[config.mk]
export PLATFORM = sky130hd
export DESIGN_NAME = bcd_step_counter
export DESIGN_NICKNAME = d
export VERILOG_FILES = /design/src/rtl/bcd_step_counter_pkg.sv /design/src/rtl/bcd_step_counter_sync.sv /design/src/rtl/bcd_step_counter.sv
export SDC_FILE = /design/constraint.sdc
export NUM_CORES = 1
export LEC_CHECK = 0
export CAP_MARGIN = 10
export CORE_MARGIN = 1.5
export CORE_UTILIZATION = 46
export CTS_BUF_LIST = sky130_fd_sc_hd__clkbuf_16
export CTS_CLUSTER_SIZE = 40
export DETAILED_ROUTE_END_ITERATION = 12
export HOLD_SLACK_MARGIN = 0.06
export PLACE_DENSITY = 0.74
export SYNTH_ARGS = -nofsm -noshare
export SYNTH_HDL_FRONTEND = slang
export SYNTH_SLANG_ARGS = --single-unit
[constraint.sdc]
create_clock -name clk -period 1.7 [get_ports clk]
set_input_delay 0.255 -clock clk [delete_from_list [all_inputs] [get_ports clk]]
set_output_delay 0.255 -clock clk [all_outputs]
set_load 0.005 [all_outputs]
[src/rtl/bcd_step_counter_pkg.sv]
// Shared BCD constants and the single-digit step function used by the BCD
// step counter and future multi-digit blocks.
package bcd_step_counter_pkg;

    localparam logic [3:0] BCD_MAX = 4'd9;
    localparam logic [3:0] BCD_MIN = 4'd0;
    localparam logic       DIR_UP  = 1'b1;
    localparam logic       DIR_DN  = 1'b0;

    typedef struct packed {
        logic       carry;
        logic [3:0] digit;
    } bcd_step_t;

    // One BCD step in the given direction; carry marks the 9->0 / 0->9 wrap.
    function automatic bcd_step_t bcd_next(input logic [3:0] digit, input logic dir);
        bcd_step_t res;
        res.carry = 1'b0;
        res.digit = digit;
        if (dir == DIR_UP) begin
            if (digit >= BCD_MAX) begin
                res.digit = BCD_MIN;
                res.carry = 1'b1;
            end else begin
                res.digit = digit + 4'd1;
            end
        end else begin
            if (digit == BCD_MIN) begin
                res.digit = BCD_MAX;
                res.carry = 1'b1;
            end else begin
                res.digit = digit - 4'd1;
            end
        end
        return res;
    endfunction

endpackage

[src/rtl/bcd_step_counter_sync.sv]
// Two-flop synchroniser followed by a rising-edge pulse generator, suitable
// for any raw board push-button.
module sync_edge_detect (
    input  logic clk,
    input  logic rst_n,
    input  logic i_in,
    output logic o_pulse
);

    logic r_s1;
    logic r_s2;
    logic r_s2_d;

    // Synchroniser chain plus one cycle of history for edge detection.
    always_ff @(posedge clk) begin
        if (!rst_n) begin
            r_s1   <= 1'b0;
            r_s2   <= 1'b0;
            r_s2_d <= 1'b0;
        end else begin
            r_s1   <= i_in;
            r_s2   <= r_s1;
            r_s2_d <= r_s2;
        end
    end

    assign o_pulse = r_s2 & ~r_s2_d;

endmodule

[src/rtl/bcd_step_counter.sv]
// Single BCD digit counter advanced by a prescaled auto-run tick or a manual
// push-button step, with parallel load and a sticky invalid-load flag.
module bcd_step_counter
    import bcd_step_counter_pkg::*;
#(
    parameter int TICK_DIV = 50,
    parameter int CNT_W    = 6
) (
    input  logic       clk,
    input  logic       rst_n,
    input  logic       run,
    input  logic       dir,
    input  logic       step_btn,
    input  logic       load,
    input  logic [3:0] load_val,
    output logic       A,
    output logic       B,
    output logic       C,
    output logic       D,
    output logic       carry,
    output logic       load_err
);

    localparam logic [CNT_W-1:0] TICK_LAST = CNT_W'(TICK_DIV - 1);

    logic [CNT_W-1:0] r_presc;
    logic [3:0]       r_digit;
    logic             r_carry;
    logic             r_load_err;
    logic             w_tick;
    logic             w_step;
    logic             w_adv;
    bcd_step_t        w_next;

    sync_edge_detect u_step_sync (
        .clk     (clk),
        .rst_n   (rst_n),
        .i_in    (step_btn),
        .o_pulse (w_step)
    );

    assign w_tick = run & (r_presc == TICK_LAST);
    assign w_adv  = w_tick | w_step;
    assign w_next = bcd_next(r_digit, dir);

    // Prescaler: free-runs 0..TICK_DIV-1 while run is high, parked at 0 otherwise.
    always_ff @(posedge clk) begin
        if (!rst_n) begin
            r_presc <= '0;
        end else if (!run) begin
            r_presc <= '0;
        end else if (w_tick) begin
            r_presc <= '0;
        end else begin
            r_presc <= r_presc + {{(CNT_W-1){1'b0}}, 1'b1};
        end
    end

    // Digit register: load beats advance, and an invalid load leaves the digit alone.
    always_ff @(posedge clk) begin
        if (!rst_n) begin
            r_digit    <= BCD_MIN;
            r_carry    <= 1'b0;
            r_load_err <= 1'b0;
        end else if (load) begin
            r_carry <= 1'b0;
            if (load_val <= BCD_MAX) begin
                r_digit    <= load_val;
                r_load_err <= 1'b0;
            end else begin
                r_digit    <= r_digit;
                r_load_err <= 1'b1;
            end
        end else if (w_adv) begin
            r_digit    <= w_next.digit;
            r_carry    <= w_next.carry;
            r_load_err <= r_load_err;
        end else begin
            r_digit    <= r_digit;
            r_carry    <= 1'b0;
            r_load_err <= r_load_err;
        end
    end

    assign A        = r_digit[3];
    assign B        = r_digit[2];
    assign C        = r_digit[1];
    assign D        = r_digit[0];
    assign carry    = r_carry;
    assign load_err = r_load_err;

endmodule

==> impl_metrics.py, run 1 <==
metrics = {
    "run_status": {
        "status": "finished, final reports clean",
    },
    "setup_path": {
        "worst_ep_arrival_time_ns": 1.74,
        "endpoint_kind": "flop",
        "slowest_delay_ns": 0.33,
        "critPathKind": "reg -> reg",
        "crit_path_start_kind": "flop",
        "critPathRequiredTime_ns": 1.83,
        "worst_path_max_delay_cell": "dfxtp_2",
        "crit_chain": "inv_1 > ha_1 > or3b_4 > o221ai_1 > a211o_1 > a32o_2",
        "cp_top_family": "compound AO/OA/AOI/OAI gates",
        "critical_path.max_fanout": 5,
        "path_buf_inv": 1,
    },
    "routing": {
        "via_per_inst": 5.58,
        "drc": 0,
        "routed_wl_um": 2090,
        "first_iter_violations": 20,
        "drtAntennaViolNets": 0,
        "first_pass_iters": 4,
        "detail_route.wl_per_cell_um": 13.2,
        "vias": 882,
    },
    "sta": {
        "maxSlewViolCount": 0,
        "min_period_ns": 1.61,
        "hold_violations": 0,
        "finalSetupViolations": 0,
        "worst_pin_slew_ns": 0.336,
        "finalSetupTns_ns": 0,
        "grt_setup_unrepaired": "false",
        "timing.final.crit_share_pct": 95.0,
        "final.setup.worst_slack_ns": 0.0857,
        "maxSlewHeadroom_pct": 77.5,
        "finClkSkew_ns": 0.000601,
        "fmax_mhz": 619,
    },
    "clocking": {
        "cts-root-buf": "clkbuf_16",
        "clkSlewWorstSetupHoldPaths_ns": 0.04,
        "cts_setup_buffers": 0,
        "cts_tree": "done",
        "insertion_delay_ns": 0.24,
        "cts_buffer_depth": 2,
        "clock-sinks": 15,
        "cts_made_buffers": 3,
        "htree_levels": 1,
    },
    "floorplan": {
        "die-area_um2": 2250,
        "ioPinCount": 16,
        "die_h_um": 47.4,
        "initial_core_util_pct": 50.9,
        "fp.dieW_um": 47.4,
        "rows": 15,
        "coreArea_um2": 1780,
    },
    "finish": {
        "final_core_util_pct": 70.2,
        "layout-drive-gt1-share_pct": 22.6,
        "fill_cells": 145,
        "antenna_cells": 0,
        "final_common_cell": "clkdlybuf4s50_1",
        "layout.nets": 150,
        "syn_to_final_growth_pct": 38.1,
        "final_cell_mix": "clkdlybuf4s50_1, buf_4, nor2_1, dfxtp_1, nand2_1",
        "design_area_um2": 1250,
    },
    "place": {
        "numPortBuffers": 15,
        "place_congestion": 0.874,
        "place_ws_ns": 0.0111,
        "place_area_um2": 1160,
        "dpl.hpwl_um": 1620,
    },
    "global_routing": {
        "grt_pass1_vias": 813,
        "grt.overflow.total": 0,
        "grt_usage_pct": 21.5,
        "grt_max_degree": 14,
        "antenna_found_initial": 0,
        "grt_pass1_wl_um": 3310,
    },
    "yosys": {
        "synth.ff_latch_count": 15,
        "yosys_most_used_dff": "dfxtp_1",
        "synthesis.area_um2": 907,
        "yosysUniqueCellTypes": 41,
        "ys_warn_count": 0,
        "synth_edf_count": 0,
        "synthArstFlopShare_pct": 0,
        "syn_avg_cell_area_um2": 8.64,
        "syn_inst": 105,
        "synth_fp_nets": 121,
        "yosysSeqAreaShare_pct": 33.1,
    },
    "min_path": {
        "hp-class": "reg -> reg",
    },
    "power": {
        "p_per_area_nw_per_um2": 842,
        "p_leak_nw": 0.496,
        "ir_worst_vdd_v": 0.000743,
    },
    "flow_run": {
        "cap_violations": 0,
    },
}
routing by layer:
metal / track usage [%] / vias up / share of wire (%)
met2: 37.0 / 21 / 51
met1: 25.8 / 419 / 43
met3: 4.62 / 5 / 3.7
met5: 0 / - / 0
met4: 8.33 / 0 / 1.7
li1: - / 437 / -
worst register-to-register path: stages, from the launching register on:
cell and delay [ns]:
dfxtp_2 0.33, inv_1 0.07, ha_1 0.22, or3b_4 0.27
o221ai_1 0.10, a211o_1 0.29, a32o_2 0.22
synth_stat cells, drive strengths merged (2+ instances only):
master,n,share of area (%)
xor2,2,1.9
ha,6,8.3
inv,5,2.1
nor2,13,5.4
a21oi,7,4.3
o31ai,2,2.2
and2,3,2.1
nand3,4,2.2
or3b,2,2.2
a32o,2,2.5
buf,4,2.9
nand2,7,2.9
nor3,4,2.2
o21ai,5,3.2
nor2b,2,1.4
o211ai,2,1.7
xnor2,2,1.9
dfxtp,15,33
power by group:
| part | internal [mW] | switching, mW |
|---|---|---|
| Clock | 0.310 | 0.130 |
| Combinational | 0.124 | 0.107 |
| Sequential | 0.370 | 0.0146 |
layout make-up:
class	instances	area (um2)	area share, %
Sequential cell	15	304	24.3
Inverter	5	18.8	1.50
Timing Repair Buffer	29	255	20.4
Clock buffer	3	75.1	5.99
Clock inverter	1	3.75	0.300
Tap cell	25	31.3	2.50
Multi-Input combinational cell	80	564	45.1
state kept, by name, summed over array words and instances, names as in the netlist:
signal / cells
u_step_sync.r_s2_d: 1
load_err: 1
u_step_sync.r_s1: 1
r_digit: 4
r_presc: 6
carry: 1
u_step_sync.r_s2: 1
final timing paths:
check | slack [ns] | to | start | cells after the start
worst max-delay path | 0.09 | r_digit[3]$_SDFFE_PN0P_ | r_digit[1]$_SDFFE_PN0P_ | 6
worst min-delay path | 0.43 | u_step_sync.r_s2$_SDFF_PN0_ | u_step_sync.r_s1$_SDFF_PN0_ | 1
worst max register to register | 0.09 | r_digit[3]$_SDFFE_PN0P_ | r_digit[1]$_SDFFE_PN0P_ | 6
worst min register to register | 0.43 | u_step_sync.r_s2$_SDFF_PN0_ | u_step_sync.r_s1$_SDFF_PN0_ | 1
repair_timing:
item / 4_1_cts / 5_1_grt
hold buffers: 0 / 0
setup endpoints to repair: 0 / 4
gates resized for setup: 0 / 4
hold endpoints to repair: 0 / 0
cell families (layout without fill, tap and decap cells):
| family | count (synthesis) | in the layout | share of synthesized area, % |
|---|---|---|---|
| and+or+nand+nor | 39 | 39 | 23.6 |
| AOI/OAI and AO/OA | 31 | 31 | 25.8 |
| DFF | 15 | 15 | 33.1 |
| buffers and inverters | 10 | 38 | 5.38 |
| adders and majority gates | 6 | 6 | 8.28 |
| xor gates and xnor gates | 4 | 4 | 3.86 |
through the flow:
stage	total power, mW	std cells	hold slack, ns
after CTS	1.06	158	0.444
after floorplan	0.515	105	0.382
after global placement	0.611	154	0.426
after global routing	1.10	158	0.464
final	1.05	158	0.435
after detailed placement	0.615	154	0.431
Power figures use the tool's default switching activity.
==> run 2, diff against run 1 <==
--- a/config.mk
+++ b/config.mk
@@ -7,12 +7,12 @@
 export LEC_CHECK = 0
 export CAP_MARGIN = 10
 export CORE_MARGIN = 1.5
-export CORE_UTILIZATION = 46
+export CORE_UTILIZATION = 51
 export CTS_BUF_LIST = sky130_fd_sc_hd__clkbuf_16
 export CTS_CLUSTER_SIZE = 40
 export DETAILED_ROUTE_END_ITERATION = 12
 export HOLD_SLACK_MARGIN = 0.06
-export PLACE_DENSITY = 0.74
+export PLACE_DENSITY = 0.78
 export SYNTH_ARGS = -nofsm -noshare
 export SYNTH_HDL_FRONTEND = slang
 export SYNTH_SLANG_ARGS = --single-unit
==> constraint.sdc (replaced) <==
create_clock -name clk -period 1.85 [get_ports clk]
set_input_delay 0.2775 -clock clk [delete_from_list [all_inputs] [get_ports clk]]
set_output_delay 0.2775 -clock clk [all_outputs]
set_load 0.005 [all_outputs]
==> impl_metrics.py, run 2 (synthesized netlist as in run 1, its figures left out) <==
metrics = {
    "run_status": {
        "status": "finished, final reports clean",
    },
    "min_path": {
        "hp-start": "u_step_sync.r_s1$_SDFF_PN0_",
        "hp-class": "reg -> reg",
    },
    "sta": {
        "timing.final.crit_share_pct": 91.7,
        "grt_setup_unrepaired": "false",
        "maxSlewHeadroom_pct": 72.8,
        "maxSlewViolCount": 0,
        "worst_pin_slew_ns": 0.407,
        "min_period_ns": 1.70,
        "finalSetupTns_ns": 0,
        "fmax_mhz": 589,
        "finClkSkew_ns": 0.00299,
        "hold_violations": 0,
        "finalSetupViolations": 0,
    },
    "setup_path": {
        "crit_path_start_kind": "flop",
        "slowest_delay_ns": 0.38,
        "critical_path.max_fanout": 5,
        "reg2reg_depth": 6,
        "cp.depth": 6,
        "r2r_start": "r_digit[1]$_SDFFE_PN0P_",
        "crit_start": "r_digit[1]$_SDFFE_PN0P_",
        "critPathKind": "reg -> reg",
        "crit_path_end": "r_digit[1]$_SDFFE_PN0P_",
        "worst_ep_arrival_time_ns": 1.83,
        "worst_path_max_delay_cell": "a311o_1",
        "crit_chain": "inv_1 > ha_1 > or3b_4 > nand2_1 > a311o_1 > a32o_2",
        "worstReg2RegEnd": "r_digit[1]$_SDFFE_PN0P_",
        "ff2ff_setup_slack_ns": 0.15,
        "path_buf_inv": 1,
        "critPathRequiredTime_ns": 1.98,
        "cp_top_family": "compound AO/OA/AOI/OAI gates",
        "endpoint_kind": "flop",
    },
    "routing": {
        "first_pass_iters": 5,
        "routed_wl_um": 2150,
        "drc": 0,
        "drt-met1-wl_um": 960,
        "drtAntennaViolNets": 0,
        "first_iter_violations": 25,
        "wl_met3_um": 79,
        "detail_route.wl_per_cell_um": 15.0,
        "via_per_inst": 6.00,
        "wl_met2_um": 1050,
        "vias": 858,
        "top_layer": "met4",
    },
    "finish": {
        "syn_to_final_growth_pct": 30.1,
        "layout-drive-gt1-share_pct": 14.3,
        "final_cell_mix": "dfxtp_1, clkdlybuf4s50_1, nor2_1, nand2_1, buf_4",
        "layout.nets": 143,
        "largest_reg_flops": 6,
        "regMostFlops": "r_presc",
        "final_core_util_pct": 69.9,
        "antenna_cells": 0,
        "reg.largest.list": "r_presc x6, r_digit x4",
    },
    "power": {
        "ir_worst_vdd_v": 0.000724,
        "seqPwrFrac_pct": 37.2,
        "p_leak_nw": 0.461,
        "internal_power_uw": 725,
        "power.share.clock_pct": 42.5,
        "swShare_pct": 24.1,
        "comb_power_share_pct": 20.3,
        "p_switching_uw": 230,
        "p_per_area_nw_per_um2": 810,
    },
    "clocking": {
        "cts_tree": "done",
        "clock-sinks": 15,
        "cts_made_buffers": 3,
        "ctsHoldBuffers": 0,
        "cts_setup_buffers": 0,
        "htree_levels": 1,
        "cts-root-buf": "clkbuf_16",
        "cts_buffer_depth": 2,
        "insertion_delay_ns": 0.24,
        "clkSlewWorstSetupHoldPaths_ns": 0.05,
        "cts.repair.resized": 0,
    },
    "floorplan": {
        "coreArea_um2": 1690,
        "die-area_um2": 2040,
        "die_h_um": 45.2,
        "ioPinCount": 16,
        "fp.dieW_um": 45.2,
        "rows": 15,
        "initial_core_util_pct": 53.7,
    },
    "global_routing": {
        "grt_pass1_vias": 752,
        "antenna_found_initial": 0,
        "grt_pass1_wl_um": 3530,
        "grt_max_degree": 14,
        "grt_usage_pct": 24.4,
        "grt.overflow.total": 0,
    },
    "flow_run": {
        "cap_violations": 0,
    },
    "place": {
        "numPortBuffers": 15,
        "dpl.hpwl_um": 1450,
        "place_congestion": 0.848,
    },
}
## run 2: cell count changes in the layout (fill, tap and decap cells not counted), sizes merged
cell  change
buf       -7
## run 2: worst min path at each step
stage / end / depth (start not counted)
CTS: u_step_sync.r_s2$_SDFF_PN0_ / 1
global placement: u_step_sync.r_s2$_SDFF_PN0_ / 1
global route: u_step_sync.r_s2$_SDFF_PN0_ / 1
detailed placement: u_step_sync.r_s2$_SDFF_PN0_ / 1
finish: u_step_sync.r_s2$_SDFF_PN0_ / 1
floorplan: u_step_sync.r_s1$_SDFF_PN0_ / 1
## run 2: area by class of cell
| class | instances | area, um2 |
|---|---|---|
| Inverter | 5 | 18.8 |
| Fill cell | 144 | 509 |
| Timing Repair Buffer | 22 | 203 |
| Tap cell | 17 | 21.3 |
| Clock inverter | 1 | 3.75 |
| Clock buffer | 3 | 75.1 |
| Multi-Input combinational cell | 80 | 558 |
| Sequential cell | 15 | 300 |
## run 2: through the flow
stage | setup slack (ns) | hold WS (ns) | instances | cell area [um2] | total power, mW
after global routing | 0.0754 | 0.472 | 143 | 1180 | 0.996
after global placement | 0.101 | 0.418 | 139 | 1100 | 0.545
final | 0.153 | 0.459 | 143 | 1180 | 0.955
after CTS | 0.166 | 0.463 | 143 | 1180 | 0.959
after detailed placement | 0.0449 | 0.420 | 139 | 1100 | 0.551
after floorplan | 0.142 | 0.405 | 105 | 907 | 0.473
## run 2: metal layers
metal | vias up | global-route usage (%)
li1 | 423 | -
met4 | 0 | 6.47
met1 | 396 | 30.8
met3 | 10 | 6.00
met2 | 29 | 41.4
met5 | - | 0
## run 2: power by group through the flow
stage / Combinational (mW) / Clock (mW) / Sequential (mW)
detailed placement: 0.190 / 0 / 0.361
CTS: 0.193 / 0.411 / 0.355
global route: 0.213 / 0.427 / 0.357
global placement: 0.184 / 0 / 0.360
floorplan: 0.116 / 0 / 0.357
finish: 0.194 / 0.406 / 0.356
